$ cat config.mk
export PLATFORM = sky130hd
export DESIGN_NAME = wstream_adapter
export DESIGN_NICKNAME = d
export VERILOG_FILES = /design/src/rtl/wstream_adapter_pkg.sv /design/src/rtl/wstream_adapter_sat_counter.sv /design/src/rtl/wstream_adapter.sv
export SDC_FILE = /design/constraint.sdc
export NUM_CORES = 1
export LEC_CHECK = 0
export BUFFER_PORTS_ARGS = -buffer_cell sky130_fd_sc_hd__buf_4
export CAP_MARGIN = 20
export CORE_ASPECT_RATIO = 1.25
export CORE_MARGIN = 2
export CORE_UTILIZATION = 40
export DETAILED_ROUTE_END_ITERATION = 10
export SLEW_MARGIN = 15
export SYNTH_ARGS = -nofsm -noshare
export SYNTH_HDL_FRONTEND = slang
export SYNTH_SLANG_ARGS = --single-unit
export TNS_END_PERCENT = 50
$ cat constraint.sdc
create_clock -name wclk_i -period 4.84 [get_ports wclk_i]
set_clock_uncertainty 0.15 [all_clocks]
set_input_delay 1.21 -clock wclk_i [delete_from_list [all_inputs] [get_ports wclk_i]]
set_output_delay 1.21 -clock wclk_i [all_outputs]
set_load 0.005 [all_outputs]
$ cat src/rtl/wstream_adapter_pkg.sv
// wstream_adapter_pkg: occupancy encoding and default widths shared by the write-side adapter
package wstream_adapter_pkg;
  localparam int DWIDTH_DEF = 8;
  localparam int CWIDTH_DEF = 16;
  typedef enum logic [1:0] {EMPTY = 2'd0, ONE = 2'd1, TWO = 2'd2} occ_e;
endpackage

$ cat src/rtl/wstream_adapter_sat_counter.sv
// sat_counter: counter that increments on inc_i, holds at all-ones, clears on clr_i or async reset
module sat_counter #(
  parameter int WIDTH = 16
) (
  input  logic             clk_i,
  input  logic             rst_i,
  input  logic             inc_i,
  input  logic             clr_i,
  output logic [WIDTH-1:0] q_o
);
  logic [WIDTH-1:0] q_q, q_d;
  always_comb q_d = clr_i ? '0 : (inc_i && q_q != '1) ? q_q + 1'b1 : q_q;
  always_ff @(posedge clk_i or posedge rst_i)
    if (rst_i) q_q <= '0;
    else q_q <= q_d;
  assign q_o = q_q;
endmodule

$ cat src/rtl/wstream_adapter.sv
// wstream_adapter: two-entry skid buffer between a valid/ready producer and the FIFO write port,
// with committed-word and full-stall statistics
module wstream_adapter
  import wstream_adapter_pkg::*;
#(
  parameter int DWIDTH = DWIDTH_DEF,
  parameter int CWIDTH = CWIDTH_DEF
) (
  input  logic              wclk_i,
  input  logic              arst_i,
  input  logic              s_valid_i,
  output logic              s_ready_o,
  input  logic [DWIDTH-1:0] s_data_i,
  input  logic              wfull_i,
  output logic              wdv_o,
  output logic [DWIDTH-1:0] wdata_o,
  output logic [CWIDTH-1:0] wr_count_o,
  output logic [CWIDTH-1:0] stall_count_o
);
  occ_e              occ_q, occ_d;
  logic [DWIDTH-1:0] head_q, head_d, tail_q, tail_d;
  logic              s_ready_q, wdv_q, acc, com;
  logic [CWIDTH-1:0] wr_q;
  assign acc = s_valid_i && s_ready_q;
  assign com = wdv_q && !wfull_i;
  always_comb begin
    occ_d  = occ_q == EMPTY ? (acc ? ONE : EMPTY)
           : occ_q == ONE   ? (acc && !com ? TWO : !acc && com ? EMPTY : ONE)
           : (com ? ONE : TWO);
    // acc never happens in TWO, so a fresh word goes to HEAD whenever HEAD is free or leaving
    head_d = acc && (occ_q == EMPTY || com) ? s_data_i
           : (occ_q == TWO && com)          ? tail_q
           : head_q;
    tail_d = acc && occ_q == ONE && !com ? s_data_i : tail_q;
  end
  always_ff @(posedge wclk_i or posedge arst_i)
    if (arst_i) begin
      occ_q     <= EMPTY;
      head_q    <= '0;
      tail_q    <= '0;
      s_ready_q <= 1'b0;
      wdv_q     <= 1'b0;
      wr_q      <= '0;
    end else begin
      occ_q     <= occ_d;
      head_q    <= head_d;
      tail_q    <= tail_d;
      s_ready_q <= occ_d != TWO;
      wdv_q     <= occ_d != EMPTY;
      wr_q      <= wr_q + CWIDTH'(com);
    end
  sat_counter #(.WIDTH(CWIDTH)) u_stall (
    .clk_i (wclk_i),
    .rst_i (arst_i),
    .inc_i (wdv_q && wfull_i),
    .clr_i (1'b0),
    .q_o   (stall_count_o)
  );
  assign s_ready_o  = s_ready_q;
  assign wdv_o      = wdv_q;
  assign wdata_o    = head_q;
  assign wr_count_o = wr_q;
endmodule

# Yosys cells after proc, flatten, opt, wreduce, memory -nomap -nowiden
# Index checks and enable logic that the tools add are counted.
# totals
register_bits	52
inputBits	12
out_inout_bits	42
wordCells	38
# classes
add_sub_neg	2
eq_ne	4
muxes	8
n_reduce_logical	17
# ops
cell	n
16-bit by 1-bit adder with 16-bit output	1
16-bit by 1-bit adder with 16-bit output, second input constant	1
8-bit two-way mux	2
16-bit != test, second input constant	1
1-bit logical AND	10
2-bit two-way mux	4
2-bit nonzero test	2
1-bit logical NOT	3
2-bit by 1-bit equality test with 1-bit output, second input constant	1
2-bit equality test, second input constant	1
2-bit logical NOT	1
1-bit two-way mux	2
2-bit != test, second input constant	1
1-bit logical OR	1

# Depth between registers and ports, before layout
# Gate-level depths: netlist (run 1).
# depth
depth_word	8
depth_mapped	8
depth_no_buf	8

# Hierarchy
# A second synthesis (run 1) with hierarchy kept.
# unflattened
cells_unflattened	230
area_unflattened_um2	2552.4
# modules_own_cells
module	instances	cells_per_inst	area_each_um2	seq_area_each_um2
wstream_adapter	1	132	1594.0	900.9
sat_counter	1	98	958.4	400.4

# Worst setup path after synthesis (run 1)
# Ideal clock, no wire load.
# synth_timing
path_kind	in2reg
from	input wfull_i
to	register wr_q[10], in the netlist wr_count_o[10]
setup_time_ns	0.079
arrival_ns	2.329
required_ns	4.611
path_slack_ns	2.282
cell_stages	8
n_path_buf	0
path_cell_list	nand2b_4 -> inv_2 -> and2_1 -> ha_1 -> nand2_1 -> nor2_1 -> and4_1 -> xor2_1
# synth_between
elab_chain_len	3
# synth_lines
item	line	text
start: declaration	wstream_adapter.sv:14	input logic wfull_i,
1-bit logical NOT	wstream_adapter.sv:25	assign com = wdv_q && !wfull_i;
1-bit logical AND	wstream_adapter.sv:25	
16-bit by 1-bit adder with 16-bit output	wstream_adapter.sv:50	wr_q <= wr_q + CWIDTH'(com);
end signal: assignment	wstream_adapter.sv:50	
end: declaration	wstream_adapter.sv:23	logic [CWIDTH-1:0] wr_q;
# Every way passes these cells.
# A chain may end at the register's enable or synchronous reset.

# Final worst setup path (run 1)
# Ends and elaborated chain as after synthesis.

==> flow_summary.rst, run 1 <==
.. list-table::
   :header-rows: 1

   * - Metric
     - Value
   * - Run status
     - finished clean
   * - Area share of xor/xnor cells in the synthesized design
     - 8.73%
   * - Number of nets with antenna violations after routing
     - 0
   * - Critical path fanouts, max
     - 5
   * - TritonCTS clock tree
     - yes
   * - Number of antenna violations at the first check in global routing
     - 0
   * - Critical Path Sink Type
     - register
   * - Final Hold Fails
     - 0
   * - Type of element launching the critical path
     - input pin
   * - Number of cells produced by synthesis
     - 207
   * - Post-DR vias/cell
     - 5.30
   * - Adder-cell area share of the yosys netlist
     - 1.56%
   * - Core occupancy in the finished layout
     - 50.8%
   * - Router iterations before antenna repair
     - 7
   * - Clock slew seen by the registers of the worst setup and hold paths
     - 90 ps
   * - EDFF count, synth
     - 0
   * - Area Overhead vs Synth
     - 22.7%
   * - Final hold slack
     - 336 ps
   * - Slowest CP cell
     - and4_1
   * - Sink count of the clock tree
     - 52
   * - Violation count after the first detailed-routing iteration
     - 64
   * - Die X-Extent
     - 73.4 um
   * - Total setup violations reported at the end of the flow
     - 0
   * - Standby leakage power
     - 1.46 nW
   * - Multiplexer share of the synthesized area
     - 9.04%
   * - Antenna cells
     - 0
   * - Area after detailed placement
     - 2880 um2
   * - All-Layer GR Usage
     - 15.5%
   * - Synthesized area divided by synthesized cell count
     - 11.6 um2
   * - FP Rows
     - 31
   * - Maximum buffer depth of the clock tree
     - 2
   * - Most used cells in the layout excluding fill and tap cells
     - 53 x buf_4, 52 x dfrtp_1, 17 x nand2_1
   * - Gp weighted congestion
     - 0.758
   * - Remaining Overflow, GRT
     - 0
   * - Vias
     - 1754
   * - Critical path arrival
     - 2590 ps
   * - H-tree depth
     - 2
   * - Total detailed-routing wirelength
     - 4.70 mm
   * - Vias in the first global route
     - 1727
   * - Core box area
     - 5820 um2
   * - Fraction of final layout cells sized beyond drive strength 1
     - 31.7%
   * - Simple-Gate Fraction of Synth Area
     - 18.5%
   * - Number of buffers inserted to repair setup after CTS
     - 0
   * - Synth Area in Compound Gates
     - 5.93%
   * - Post-route DRC violation count
     - 0
   * - Most used flip-flop cell after synthesis
     - dfrtp_1
   * - Clk Latency, worst-skew pair
     - 300 ps
   * - Buffer type at the clock tree root
     - clkbuf_8
   * - TNS Setup
     - 0 ps
   * - Kind of critical path
     - input pin to register
   * - Unrepaired setup endpoints after global routing
     - no
   * - Number of buffers created by CTS
     - 5
   * - Netlist cell types
     - 41
   * - Ports
     - 54
   * - Sequential fraction of the synthesis area
     - 54.1%
   * - Final slew viol count
     - 0
   * - Hold buffers post-CTS
     - 0
   * - Final Cycle Share
     - 52.0%
   * - Post-synthesis register bit count
     - 52
   * - Data required time of the critical path
     - 4920 ps
   * - Final cell area excluding filler cells
     - 2950 um2
   * - Time the final worst path needs with I/O delays and setup
     - 2510 ps
   * - Total power per unit cell area
     - 472 nW/um2
   * - Count of nets after finishing
     - 280
   * - Number of nets in the synthesized netlist
     - 222
   * - Post-detailed-placement half-perimeter wirelength
     - 3.40 mm
   * - Share of async-settable or async-resettable flops after synthesis
     - 100%
   * - Wire length of the first global-routing pass
     - 8.11 mm
   * - Maximum clock frequency
     - 0.398 GHz
   * - Cell breakdown of the critical path
     - buf_4, nand2b_4, inv_2, and2_1, ha_1, nand2_1, nor2_1, and4_1, xor2_1
   * - Pin count of the biggest net entering global routing
     - 53
   * - Die Y-Extent
     - 90.7 um
   * - Effective utilization at floorplan
     - 41.4%
   * - Number of violations of the max-capacitance limit
     - 0
   * - Largest stage delay on the critical path
     - 240 ps
   * - Largest family of logic cells by synthesized area
     - simple AND/OR/NAND/NOR gates
   * - Die area
     - 6660 um2
   * - Leading cell type in the layout, fill and taps excluded
     - buf_4
   * - WL/cell
     - 14.2 um
   * - Netlist area before placement
     - 2410 um2
   * - Tightest Hold Check Type
     - register to register
   * - Number of buffer cells added on primary ports
     - 53
   * - Slew headroom
     - 40.7%
   * - Synthesis warning total
     - 0
   * - Post-cts gate resize count
     - 0
   * - Worst-Margin Slew
     - 888 ps
   * - Peak supply drop
     - 0.281 mV
[logic make-up (layout without fill, tap and decap cells)]
| group | count (synthesis) | after routing |
|---|---|---|
| compound gates | 22 | 22 |
| xor+xnor | 24 | 24 |
| fa+ha+maj | 3 | 3 |
| buf+inv | 13 | 71 |
| flops | 52 | 52 |
| mux | 20 | 20 |
| simple gates | 73 | 73 |
[routing by layer]
metal / part of all wire, % / up-vias / track usage (%)
li1: - / 850 / -
met1: 46 / 859 / 20.1
met2: 48 / 38 / 25.2
met3: 4.9 / 7 / 4.13
met4: 1.2 / 0 / 4.55
met5: 0 / - / 0
[metrics by stage]
step	worst slack [ps]	power (W)	std cells
after floorplan	2220	0.000965	207
after global placement	2040	0.00117	324
after detailed placement	2000	0.00118	324
after CTS	2320	0.00142	331
after global routing	2160	0.00150	331
final	2330	0.00140	331
[critical path: cells and delay by family]
kind / cells / cell delay, ps
AND/OR/NAND/NOR: 5 / 800
buffers and inverters: 2 / 220
adder cells (fa/ha/maj): 1 / 220
XOR/XNOR: 1 / 140
[Yosys cell counts, types with 2 or more instances]
library cell,n,area [um2]
nand3_2,2,20.0
and2_1,4,25.0
and4_1,3,26.3
mux2_1,2,22.5
nor2_1,8,30.0
o22ai_1,8,50.1
inv_1,10,37.5
nor4_1,4,25.0
and3_1,2,12.5
nand2_1,17,63.8
a21oi_2,2,17.5
xor2_1,14,123
a21oi_1,7,35.0
nand4_1,9,56.3
mux2i_1,9,90.1
mux2_2,8,90.1
dfrtp_1,52,1300
ha_1,3,37.5
and3_4,2,22.5
nand3_1,10,50.1
xnor2_1,10,87.6
a31oi_1,2,12.5
[cell type report]
class                           instances  area, um2
Sequential cell                        52       1300
Tap cell                               66       82.6
Timing Repair Buffer                   53        398
Multi-Input combinational cell        142       1050
Clock inverter                          1       5.00
Fill cell                             552       2860
Inverter                               11       42.5
Clock buffer                            6       72.6
[sequential cells by signal (all words and copies together) (netlist names)]
signal       flops
occ_q            2
s_ready_o        1
wdv_o            1
wr_count_o      16
u_stall.q_o     16
tail_q           8
wdata_o          8
[power by group]
part	switching, W	internal (W)
logic	0.000205	0.000269
registers	0.000123	0.000567
clock network	0.000134	0.0000987
total	0.000461	0.000935
[path summary, 6_finish.rpt]
path	startpoint	endpoint	slack (ps)	cells after the start
worst max register to register	wdv_o$_DFF_PP0_	wr_count_o[10]$_DFF_PP0_	2950	8
worst max-delay path	wfull_i	wr_count_o[10]$_DFF_PP0_	2330	9
min in group asynchronous	arst_i	wr_count_o[15]$_DFF_PP0_	920	2
max in group asynchronous	arst_i	u_stall.q_o[8]$_DFFE_PP0P_	3090	2
worst min register to register	wr_count_o[15]$_DFF_PP0_	wr_count_o[15]$_DFF_PP0_	340	1
worst min-delay path	wr_count_o[15]$_DFF_PP0_	wr_count_o[15]$_DFF_PP0_	340	1
No activity file was read; power rests on OpenSTA's default activity.
==> inputs of run 2 (changes only) <==
==> constraint.sdc (replaced) <==
create_clock -name wclk_i -period 2.5 [get_ports wclk_i]
set_clock_uncertainty 0.15 [all_clocks]
set_input_delay 0.625 -clock wclk_i [delete_from_list [all_inputs] [get_ports wclk_i]]
set_output_delay 0.625 -clock wclk_i [all_outputs]
set_load 0.005 [all_outputs]
==> run 2 against run 1 <==
First-iteration DRC count increased by 17%; sequential power increased by 94%; cell area increased by 2.5%; setup slack got worse by 1800 ps; non-clock buffer count increased by 2; critical path type unchanged; largest power group unchanged; power increased by 110%.
==> flow_summary.rst, run 2 (synthesis gave the netlist of run 1 again) <==
.. list-table::
   :header-rows: 1

   * - Metric
     - Value
   * - Run status
     - finished clean (unchanged)
   * - Net switching component of the power
     - 0.000912 W (was 0.000461 W)
   * - Post-DR vias/cell
     - 5.29 (was 5.30)
   * - Ports
     - 54 (unchanged)
   * - Number of buffers created by CTS
     - 5 (unchanged)
   * - Switching power share of the total
     - 31.5% (was 33.0%)
   * - Vias in the first global route
     - 1726 (was 1727)
   * - Sequential share of power
     - 46.3% (was 49.4%)
   * - Worst-Margin Slew
     - 509 ps (was 888 ps)
   * - Most used cells in the layout excluding fill and tap cells
     - 54 x buf_4, 52 x dfrtp_1, 17 x nand2_1 (was 53 x buf_4, 52 x dfrtp_1, 17 x nand2_1)
   * - Combinational power share
     - 31.9% (was 33.9%)
   * - All-Layer GR Usage
     - 15.4% (was 15.5%)
   * - Core box area
     - 5820 um2 (unchanged)
   * - Largest stage delay on the critical path
     - 240 ps (about the same)
   * - Clock slew seen by the registers of the worst setup and hold paths
     - 90 ps (about the same)
   * - Critical Path Sink Type
     - register (unchanged)
   * - Remaining Overflow, GRT
     - 0 (unchanged)
   * - Die Y-Extent
     - 90.7 um (unchanged)
   * - Post-cts gate resize count
     - 0 (unchanged)
   * - Unrepaired setup endpoints after global routing
     - no (unchanged)
   * - Hold buffers post-CTS
     - 0 (unchanged)
   * - FP Rows
     - 31 (unchanged)
   * - Post-detailed-placement half-perimeter wirelength
     - 3.42 mm (was 3.40 mm)
   * - Portion of total power attributed to the clock network
     - 21.8% (was 16.6%)
   * - H-tree depth
     - 2 (unchanged)
   * - Critical path arrival
     - 2030 ps (was 2590 ps)
   * - Worst path bufs/invs
     - 2 (unchanged)
   * - Count of nets after finishing
     - 282 (was 280)
   * - Final Hold Fails
     - 0 (unchanged)
   * - Data required time of the critical path
     - 2590 ps (was 4920 ps)
   * - Time the final worst path needs with I/O delays and setup
     - 1950 ps
   * - Vias
     - 1766 (was 1754)
   * - Fraction of final layout cells sized beyond drive strength 1
     - 32.8% (was 31.7%)
   * - Slew headroom
     - 66.0% (was 40.7%)
   * - WL/cell
     - 14.0 um (was 14.2 um)
   * - Type of element launching the critical path
     - input pin (unchanged)
   * - Cell breakdown of the critical path
     - buf_4, nand2b_4, inv_2, and2_1, ha_1, nand2_1, nor2_1, and4_1, xor2_1 (unchanged)
   * - Number of violations of the max-capacitance limit
     - 0 (unchanged)
   * - Router iterations before antenna repair
     - 4 (was 7)
   * - Wire length of the first global-routing pass
     - 8.22 mm (was 8.11 mm)
   * - TritonCTS clock tree
     - yes (unchanged)
   * - Number of nets with antenna violations after routing
     - 0 (unchanged)
   * - Overall power consumption
     - 0.00289 W (was 0.00140 W)
   * - Total setup violations reported at the end of the flow
     - 0 (unchanged)
   * - Critical path fanouts, max
     - 5 (unchanged)
   * - Effective utilization at floorplan
     - 41.4% (unchanged)
   * - Core occupancy in the finished layout
     - 52.1% (was 50.8%)
   * - Clk Latency, worst-skew pair
     - 300 ps (about the same)
   * - Post-route DRC violation count
     - 0 (unchanged)
   * - Buffer type at the clock tree root
     - clkbuf_8 (unchanged)
   * - Kind of critical path
     - input pin to register (unchanged)
   * - Antenna cells
     - 0 (unchanged)
   * - Area Overhead vs Synth
     - 25.8% (was 22.7%)
   * - Final Cycle Share
     - 77.9%
   * - Placement Setup Slack
     - 238 ps (was 2000 ps)
   * - Die area
     - 6660 um2 (unchanged)
   * - Number of buffer cells added on primary ports
     - 53 (unchanged)
   * - Total internal power
     - 0.00198 W (was 0.000935 W)
   * - Total power per unit cell area
     - 955 nW/um2 (was 472 nW/um2)
   * - Pin count of the biggest net entering global routing
     - 34 (was 53)
   * - Number of buffers inserted to repair setup after CTS
     - 0 (unchanged)
   * - Number of antenna violations at the first check in global routing
     - 0 (unchanged)
   * - Maximum buffer depth of the clock tree
     - 2 (unchanged)
   * - Dominant delay contributor by cell family on the critical path
     - simple AND/OR/NAND/NOR gates (unchanged)
   * - Maximum clock frequency
     - 0.513 GHz
   * - Peak supply drop
     - 0.481 mV (was 0.281 mV)
   * - Die X-Extent
     - 73.4 um (unchanged)
   * - Final slew viol count
     - 0 (unchanged)
   * - Number of filler instances in the final layout
     - 533 (was 552)
   * - Gp weighted congestion
     - 0.727 (was 0.758)
   * - TNS Setup
     - 0 ps (unchanged)
   * - Total detailed-routing wirelength
     - 4.69 mm (was 4.70 mm)
   * - Final worst setup slack
     - 552 ps (was 2330 ps)
   * - Sink count of the clock tree
     - 52 (unchanged)
   * - Leading cell type in the layout, fill and taps excluded
     - buf_4 (unchanged)
   * - Slowest CP cell
     - and4_1 (unchanged)
   * - Violation count after the first detailed-routing iteration
     - 75 (was 64)
   * - Standby leakage power
     - 1.50 nW (was 1.46 nW)
   * - Tightest Hold Check Type
     - input pin to asynchronous set/reset pin (was register to register)
[run 2: power by group through the flow]
| stage | sequential [W] | combinational [W] | clock (W) |
|---|---|---|---|
| after floorplan | 0.00132 | 0.000545 | 0 |
| after global placement | 0.00135 | 0.000928 | 0 |
| after detailed placement | 0.00135 | 0.000942 | 0 |
| after CTS | 0.00134 | 0.000942 | 0.000650 |
| after global routing | 0.00139 | 0.00103 | 0.000672 |
| final | 0.00134 | 0.000923 | 0.000631 |
[run 2: final timing paths]
kind	end	depth (start not counted)	slack, ps	startpoint
max	wr_count_o[10]$_DFF_PP0_	9	550	wfull_i
min	tail_q[0]$_DFFE_PP0P_	2	170	arst_i
max reg2reg	wr_count_o[10]$_DFF_PP0_	8	580	wdv_o$_DFF_PP0_
min reg2reg	wr_count_o[15]$_DFF_PP0_	1	320	wr_count_o[15]$_DFF_PP0_
max in group asynchronous	occ_q[0]$_DFF_PP0_	3	1510	arst_i
min in group wclk_i	wr_count_o[15]$_DFF_PP0_	1	320	wr_count_o[15]$_DFF_PP0_
[run 2: per-stage QoR]
step | instances | instance area (um2) | hold slack (ps)
after detailed placement | 326 | 2900 | 310
final | 334 | 3030 | 174
after global routing | 334 | 3030 | 203
after global placement | 326 | 2900 | 311
after floorplan | 207 | 2410 | 315
after CTS | 334 | 3030 | 176
[run 2: metal layers]
metal | track usage [%] | vias up | wire (um)
li1 | - | 858 | -
met1 | 21.3 | 859 | 2140
met2 | 23.5 | 43 | 2230
met3 | 4.35 | 6 | 248
met4 | 4.55 | 0 | 68
met5 | 0 | - | 0
[run 2: area by class of cell]
type	instances	area, um2	share of cell area (%)
clock inverters	1	30.0	0.991
well taps	66	82.6	2.73
clock buffers	7	96.3	3.18
inverters	11	41.3	1.36
flip-flops and latches	52	1300	43.0
multi-input cells	142	1050	34.7
repair buffers	55	425	14.0
